<file path="src/rtl/vote_pkg.sv">
// Shared definitions for the ballot collector.
// Candidate codes are one-hot so a voter output can be formed by simple bit
// counting; ABSTAIN (000) marks a slot that has not voted.
package vote_pkg;

    localparam int NUM_VOTERS = 5;
    localparam int CHOICE_W   = 3;

    localparam logic [CHOICE_W-1:0] CAND_A  = 3'b001;
    localparam logic [CHOICE_W-1:0] CAND_B  = 3'b010;
    localparam logic [CHOICE_W-1:0] CAND_C  = 3'b100;
    localparam logic [CHOICE_W-1:0] ABSTAIN = 3'b000;

    typedef enum logic [1:0] {
        IDLE,
        OPEN,
        CLOSED
    } state_t;

    // True only for one of the three legal candidate codes.
    function automatic logic is_candidate(input logic [CHOICE_W-1:0] c);
        return (c == CAND_A) || (c == CAND_B) || (c == CAND_C);
    endfunction

endpackage

</file>
<file path="src/rtl/ballot_check.sv">
// Combinational ballot validation.
// Ports:
//   voter_id   - slot number presented with the ballot (legal 0..4)
//   choice     - ballot code, must be a single candidate
//   voted_mask - slots that have already voted this session
//   ok         - 1 when the ballot may be stored
module ballot_check
    import vote_pkg::*;
(
    input  logic [2:0]            voter_id,
    input  logic [CHOICE_W-1:0]   choice,
    input  logic [NUM_VOTERS-1:0] voted_mask,
    output logic                  ok
);

    // Widened so ids 5..7 index a defined (zero) bit rather than running
    // off the end of the mask; the range test rejects them anyway.
    logic [7:0] mask_ext;
    logic       in_range;
    logic       dup;

    always_comb begin
        mask_ext = 8'(voted_mask);
        in_range = (voter_id < 3'(NUM_VOTERS));
        dup      = mask_ext[voter_id];
        ok       = in_range && is_candidate(choice) && !dup;
    end

endmodule

</file>
<file path="src/rtl/ballot_collector.sv">
// Sequential front end for the five-voter majority voter.
// Opens a session on start, accepts one ballot per slot, and closes on
// all-voted, close_req or timeout. Ballots stay frozen with done=1 until the
// next start.
// Ports:
//   clk, rst_n          - clock, synchronous active-low reset
//   start, close_req    - session open / forced close
//   vote_valid, voter_id, choice - ballot input
//   accept, reject      - one-cycle response pulse per vote_valid cycle
//   ballot1..ballot5    - latched ballots for voter inputs in1..in5
//   voted_mask, vote_count, done - session status
module ballot_collector
    import vote_pkg::*;
#(
    parameter int TIMEOUT = 1000,
    parameter int TMR_W   = 16
) (
    input  logic                  clk,
    input  logic                  rst_n,
    input  logic                  start,
    input  logic                  close_req,
    input  logic                  vote_valid,
    input  logic [2:0]            voter_id,
    input  logic [CHOICE_W-1:0]   choice,
    output logic                  accept,
    output logic                  reject,
    output logic [CHOICE_W-1:0]   ballot1,
    output logic [CHOICE_W-1:0]   ballot2,
    output logic [CHOICE_W-1:0]   ballot3,
    output logic [CHOICE_W-1:0]   ballot4,
    output logic [CHOICE_W-1:0]   ballot5,
    output logic [NUM_VOTERS-1:0] voted_mask,
    output logic [2:0]            vote_count,
    output logic                  done
);

    localparam logic [TMR_W-1:0] TMR_LAST = TMR_W'(TIMEOUT - 1);

    state_t                                 state;
    logic [TMR_W-1:0]                       timer;
    logic [NUM_VOTERS-1:0][CHOICE_W-1:0]    ballots;

    logic ok;
    logic take_vote;
    logic last_slot;
    logic timed_out;
    logic close_now;
    logic enter_open;

    ballot_check u_check (
        .voter_id   (voter_id),
        .choice     (choice),
        .voted_mask (voted_mask),
        .ok         (ok)
    );

    always_comb begin
        take_vote  = (state == OPEN) && vote_valid && ok;
        // The ballot being stored this edge may be the fifth one.
        last_slot  = take_vote && (vote_count == 3'(NUM_VOTERS - 1));
        timed_out  = (TIMEOUT != 0) && (timer == TMR_LAST);
        close_now  = (state == OPEN) && (last_slot || close_req || timed_out);
        // start is ignored while a session is open.
        enter_open = start && (state != OPEN);
    end

    always_ff @(posedge clk) begin
        if (!rst_n) begin
            state      <= IDLE;
            timer      <= '0;
            ballots    <= '0;
            voted_mask <= '0;
            vote_count <= '0;
            done       <= 1'b0;
            accept     <= 1'b0;
            reject     <= 1'b0;
        end else begin
            // Exactly one response pulse per vote_valid cycle.
            accept <= take_vote;
            reject <= vote_valid && !take_vote;

            if (take_vote) begin
                ballots[voter_id]    <= choice;
                voted_mask[voter_id] <= 1'b1;
                vote_count           <= vote_count + 3'd1;
            end

            unique case (state)
                IDLE: begin
                    if (enter_open) state <= OPEN;
                end
                OPEN: begin
                    timer <= timer + 1'b1;
                    if (close_now) begin
                        state <= CLOSED;
                        done  <= 1'b1;
                    end
                end
                CLOSED: begin
                    if (enter_open) begin
                        state <= OPEN;
                        done  <= 1'b0;
                    end
                end
                default: state <= IDLE;
            endcase

            // A new session wipes the previous one on the opening edge; no
            // vote can be stored on this edge since the FSM was not OPEN.
            if (enter_open) begin
                timer      <= '0;
                ballots    <= '0;
                voted_mask <= '0;
                vote_count <= '0;
            end
        end
    end

    assign ballot1 = ballots[0];
    assign ballot2 = ballots[1];
    assign ballot3 = ballots[2];
    assign ballot4 = ballots[3];
    assign ballot5 = ballots[4];

endmodule

</file>
<file path="config.mk">
export PLATFORM = sky130hd
export DESIGN_NAME = ballot_collector
export DESIGN_NICKNAME = d
export VERILOG_FILES = /design/src/rtl/vote_pkg.sv /design/src/rtl/ballot_check.sv /design/src/rtl/ballot_collector.sv
export SDC_FILE = /design/constraint.sdc
export NUM_CORES = 1
export LEC_CHECK = 0
export CAP_MARGIN = 40
export CORE_ASPECT_RATIO = 2
export CORE_UTILIZATION = 52
export DETAILED_ROUTE_END_ITERATION = 10
export PLACE_DENSITY = 0.79
export RECOVER_POWER = 100
export SYNTH_ARGS = -nofsm -noshare
export SYNTH_HDL_FRONTEND = slang
export SYNTH_SLANG_ARGS = --single-unit
export TNS_END_PERCENT = 30
</file>
<file path="constraint.sdc">
create_clock -name clk -period 2.6 [get_ports clk]
set_clock_uncertainty 0.1 [all_clocks]
set_input_delay 0.52 -clock clk [delete_from_list [all_inputs] [get_ports clk]]
set_output_delay 0.52 -clock clk [all_outputs]
set_load 0.02 [all_outputs]
</file>
# Word level (Yosys, flattened, before mapping)
# Index checks and enable logic that the tools add are counted.
word_totals:
  latch_bits: 0
  output_inout_bits: 26
  mem_bits_rw: 0
  romBits: 0
  memories: 0
  reg_bits: 44
op_classes:
  eq_ne: 11
  bitwise_logic: 2
  div_mod_pow: 0
  n_reduce_logical: 21
  addsub: 2
  n_lt_le_gt_ge: 3
  shift: 0
  n_mux: 13
  multipliers: 0
ops:
  columns: ["cell", "count"]
  rows:
  - ["adder 16 x 1 -> 16 bit (second input constant)", 1]
  - ["equality test 16 x 10 -> 1 bit (second input constant)", 1]
  - ["bitwise mux 15 bit", 1]
  - ["demux 3 bit (select 3 bit)", 1]
  - ["logical AND 1 bit", 9]
  - ["equality test 3 bit (second input constant)", 2]
  - ["bitwise OR 5 bit", 1]
  - ["logical OR 1 bit", 4]
  - ["less-than comparator 3 x 4 -> 1 bit (second input constant)", 1]
  - ["two-way mux 1 bit", 4]
  - ["two-way mux 2 bit", 2]
  - ["!= test 2 x 1 -> 1 bit (second input constant)", 2]
  - ["!= test 2 bit (second input constant)", 2]
  - ["case mux 2 bit (2 select lines)", 1]
  - ["OR reduction 2 bit", 2]
  - ["adder 3 x 1 -> 3 bit (second input constant)", 1]
  - ["binary-select mux 1 bit (select 3 bit)", 1]
  - ["demux 1 bit (select 3 bit)", 1]
  - ["equality test 3 x 1 -> 1 bit (second input constant)", 1]
  - ["equality test 3 x 2 -> 1 bit (second input constant)", 1]
  - [">= comparator 3 x 1 -> 1 bit (second input constant)", 1]
  - ["less-than comparator 3 bit (second input constant)", 1]
  - ["two-way mux 3 bit", 1]
  - ["AND reduction 3 bit", 1]
  - ["8 further kinds", 9]

# Longest topological paths before layout
logic_depth:
  ltp_word: 12
  mapped_depth: 6
  ltp_nobuf: 5

# Modules after synthesis
# From an unflattened synthesis, not the netlist that was laid out.
hier_totals:
  cells_unflattened: 202
  hier_area_um2: 1930.6
modules_own_cells:
  columns: ["mod", "cells_each", "instances", "seq_area_each_um2", "area_each_um2"]
  rows:
  - ["ballot_collector", 195, 1, 880.8, 1868.0]
  - ["ballot_check", 7, 1, 0.0, 62.6]

# Worst setup path after synthesis
# No wires, ideal clock.
synth_path:
  path_type: "input to register"
  start: "input voter_id[0]"
  end: "register state[0]"
  t_required_ns: 2.383
  arrival_ns: 1.812
  slack_ns: 0.571
  path_stages: 5
  setup_ns: 0.117
  cell_sequence: "buf_6 mux2_4 and2_1 or4_4 a32o_1"
synth_between:
  elab_chain_len: 11
  word_cells_on_any_way: 13
  cone_classes: "order compare: 1; eq/ne: 1; mux: 2; reduce/logical: 9"
synth_lines:
  columns: ["item", "line_no", "rtl"]
  rows:
  - ["start, declared", "ballot_collector.sv:23", "input logic [2:0] voter_id,"]
  - ["binary-select mux 1 bit (select 3 bit)", "ballot_check.sv:25", "dup = mask_ext[voter_id];"]
  - ["two-way mux 1 bit (not written as such)", "ballot_check.sv:25", null]
  - ["logical NOT 1 bit", "ballot_check.sv:26", "ok = in_range && is_candidate(choice) && !dup;"]
  - ["logical AND 1 bit (*)", "ballot_check.sv:26", null]
  - ["logical AND 1 bit (*)", "ballot_collector.sv:58", "take_vote = (state == OPEN) && vote_valid && ok;"]
  - ["logical AND 1 bit (*)", "ballot_collector.sv:60", "last_slot = take_vote && (vote_count == 3'(NUM_VOTERS - 1));"]
  - ["logical OR 1 bit (*) (2 in a row)", "ballot_collector.sv:62", "close_now = (state == OPEN) && (last_slot || close_req || timed_out);"]
  - ["logical AND 1 bit (*)", "ballot_collector.sv:62", null]
  - ["!= test 2 bit (no source line) (*)", null, null]
  - ["AND reduction 2 bit (no source line) (*)", null, null]
  - ["end signal, assigned", "ballot_collector.sv:69", "state <= IDLE;"]
  - ["end signal, assigned", "ballot_collector.sv:90", "if (enter_open) state <= OPEN;"]
  - ["end signal, assigned", "ballot_collector.sv:95", "state <= CLOSED;"]
  - ["end, declared", "ballot_collector.sv:39", "state_t state;"]
# Every way passes the cells marked *; elsewhere a longest branch is shown, timed or not. The select of a mux whose other input is x is not followed.
# A chain may end at the register's enable or synchronous reset.

# Worst setup path after layout
# Ends and elaborated chain as after synthesis.

==> flow_metrics.py <==
metrics = {
    "run_status": {
        "outcome": "finished clean",
    },
    "setup_path": {
        "crit_required_ns": 2.69,
        "cp.buffers_inverters": 2,
        "critPathLaunchType": "primary input",
        "slowest_delay_ns": 0.63,
        "crit_chain": "dlygate4sd3_1 > buf_4 > nor4b_4 > nor4_1 > or4_4 > a32o_1",
        "cp_max_fo": 6,
        "cp-end-kind": "register",
        "worstPathArrival_ns": 2.49,
        "crit_family": "simple AND/OR/NAND/NOR gates",
        "cp_slowest_cell": "dlygate4sd3_1",
        "path_class": "primary input to register",
    },
    "logic_synthesis": {
        "yosysWarnings": 0,
        "ys_types": 51,
        "ys_ff_latch": 44,
        "synth_top_area_cell": "dfxtp_1",
        "synth-edff-count": 0,
        "ys_seq_area_frac": 0.428,
        "synth_area_um2": 2060,
        "netlist_instances": 227,
        "syn_area_per_cell_um2": 9.07,
        "synth_nets": 241,
        "yosysMostFrequentCell": "dfxtp_1",
        "yosys.area.top_type_share": 0.428,
        "async_reset_ff_frac": 0,
        "synthFlopType": "dfxtp_1",
        "yosys-top-cells-area": "dfxtp_1, a21oi_1, xnor2_1, nand2_1, mux2i_1",
        "ys_top_cells_by_count": "dfxtp_1, nand2_1, nor2_1",
    },
    "cts": {
        "cts.path.max_buffers": 2,
        "ctsResizeCount": 0,
        "insertion_delay_ns": 0.29,
        "postCtsSetupBuffers": 0,
        "cts_tree": "built",
        "clk_pin_slew_ns": 0.08,
        "cts_buffers": 5,
        "clockRootBuffer": "clkbuf_8",
        "hold_buffers": 0,
        "numClockSinks": 44,
        "ctsHtreeMaxLevel": 2,
    },
    "sta": {
        "fin_crit_ns": 2.40,
        "slew_headroom": 0.602,
        "hold_viol_final": 0,
        "fmax_mhz": 416,
        "drv_slew": 0,
        "rsz0062_at_grt": "false",
        "tns_ns": 0,
        "setup_violations": 0,
        "fin_hold_ws_ns": 0.359,
        "worst_pin_slew_ns": 0.597,
        "period_share": 0.925,
    },
    "global_route": {
        "grt_max_degree": 31,
        "grt_pass1_vias": 1926,
        "antenna_found_initial": 0,
        "grt_overflow": 0,
        "grt_usage": 0.254,
        "grt_pass1_wl_um": 8070,
    },
    "die": {
        "ios": 37,
        "die_width_um": 46.5,
        "die_h_um": 91.0,
        "placementRows": 32,
        "initial_core_util": 0.541,
        "dieArea_um2": 4230,
        "core_area_um2": 3800,
    },
    "min_path": {
        "holdCritPathClass": "register to register",
    },
    "placement": {
        "gp_congestion": 0.864,
        "io_buffers": 36,
        "place_hpwl_um": 3640,
        "placed_cell_area_um2": 2550,
    },
    "run": {
        "cap_violations": 0,
    },
    "detailed_routing": {
        "dr.pass1.iters": 4,
        "vias": 1862,
        "wire_per_inst_um": 14.5,
        "post_drt_via_cell_ratio": 5.68,
        "postRouteAntennaNets": 0,
        "drtIter0Drc": 27,
        "drcViolationCount": 0,
        "wirelength_um": 4770,
    },
    "layout": {
        "final_util": 0.695,
        "n_antenna_cell": 0,
        "fin_nets": 290,
        "drive_above_1_share": 0.116,
        "seq_area_um2": 881,
        "fin_area_um2": 2640,
        "multiInputGateArea_um2": 1100,
        "area_delta_synth_final_pct": 28.4,
        "nFillCells": 335,
    },
    "power_and_ir_drop": {
        "leakagePower_nw": 0.999,
        "power_per_cell_area_nw_per_um2": 499,
        "vdd_drop_max_uv": 413,
    },
}
-- state kept, by name (all words and copies together), names as in the netlist, 2 cells and up --
name	count
state	2
ballot2	3
ballot3	3
voted_mask	5
ballot5	3
timer	16
ballot1	3
ballot4	3
vote_count	3
-- layout make-up --
type	count	share of cell area
sequential	44	0.333
clock inverter	3	0.0161
timing repair buffer	51	0.175
inverter	7	0.00994
clock buffer	5	0.0260
tap	51	0.0241
multi-input combinational	167	0.415
-- power by group --
| group | switching [mW] | internal [mW] |
|---|---|---|
| clock network | 0.232 | 0.284 |
| registers | 0.00623 | 0.680 |
| logic | 0.0679 | 0.0497 |
-- metrics by stage --
step	instances	power, mW	worst slack [ns]
6_report	328	1.32	0.195
5_1_grt	328	1.37	0.134
4_1_cts	328	1.34	0.303
2_1_floorplan	227	0.767	0.571
3_5_place_dp	320	0.823	0.00142
3_3_place_gp	320	0.821	0.0339
-- routing by layer --
metal / up-vias / wire, um / GRT usage
met5: - / 0 / 0
met4: 0 / 114 / 0.120
met3: 13 / 162 / 0.0537
met2: 45 / 2780 / 0.486
met1: 882 / 1710 / 0.219
li1: 922 / - / -
-- path summary, 6_finish.rpt --
kind         slack, ns    endpoint         from  cells after the start
min reg2reg       0.36  ballot1[0]   ballot1[0]                      2
min               0.36  ballot1[0]   ballot1[0]                      2
max reg2reg       0.46    state[0]     timer[0]                      5
max               0.20    state[0]  voter_id[0]                      6
-- layout by cell type, fill, tap and decap left out, types with 4 or more instances in the layout --
master / instances
a21oi_1: 18
buf_4: 12
clkbuf_8: 5
clkdlybuf4s50_1: 7
dfxtp_1: 44
dlygate4sd3_1: 29
inv_1: 7
mux2i_1: 8
nand2_1: 22
nand3_1: 10
nand4_1: 5
nor2_1: 20
nor3_1: 5
nor4_1: 6
o21ai_0: 10
or3_1: 4
xnor2_1: 10
xor2_1: 4
-- worst min-delay path: stages, from the launching register on --
cell and delay, ns:
dfxtp_1 0.31, nand2_1 0.05, mux2i_1 0.05
-- cells by family after synthesis --
logic type | Yosys count | synth area share
AND/OR/NAND/NOR | 101 | 0.296
adder cells (fa/ha/maj) | 3 | 0.0182
flip-flops | 44 | 0.428
AO/OA/AOI/OAI | 40 | 0.119
XOR/XNOR | 14 | 0.0596
buffers and inverters | 16 | 0.0334
multiplexers | 9 | 0.0462
No activity file was read; power rests on OpenSTA's default activity.
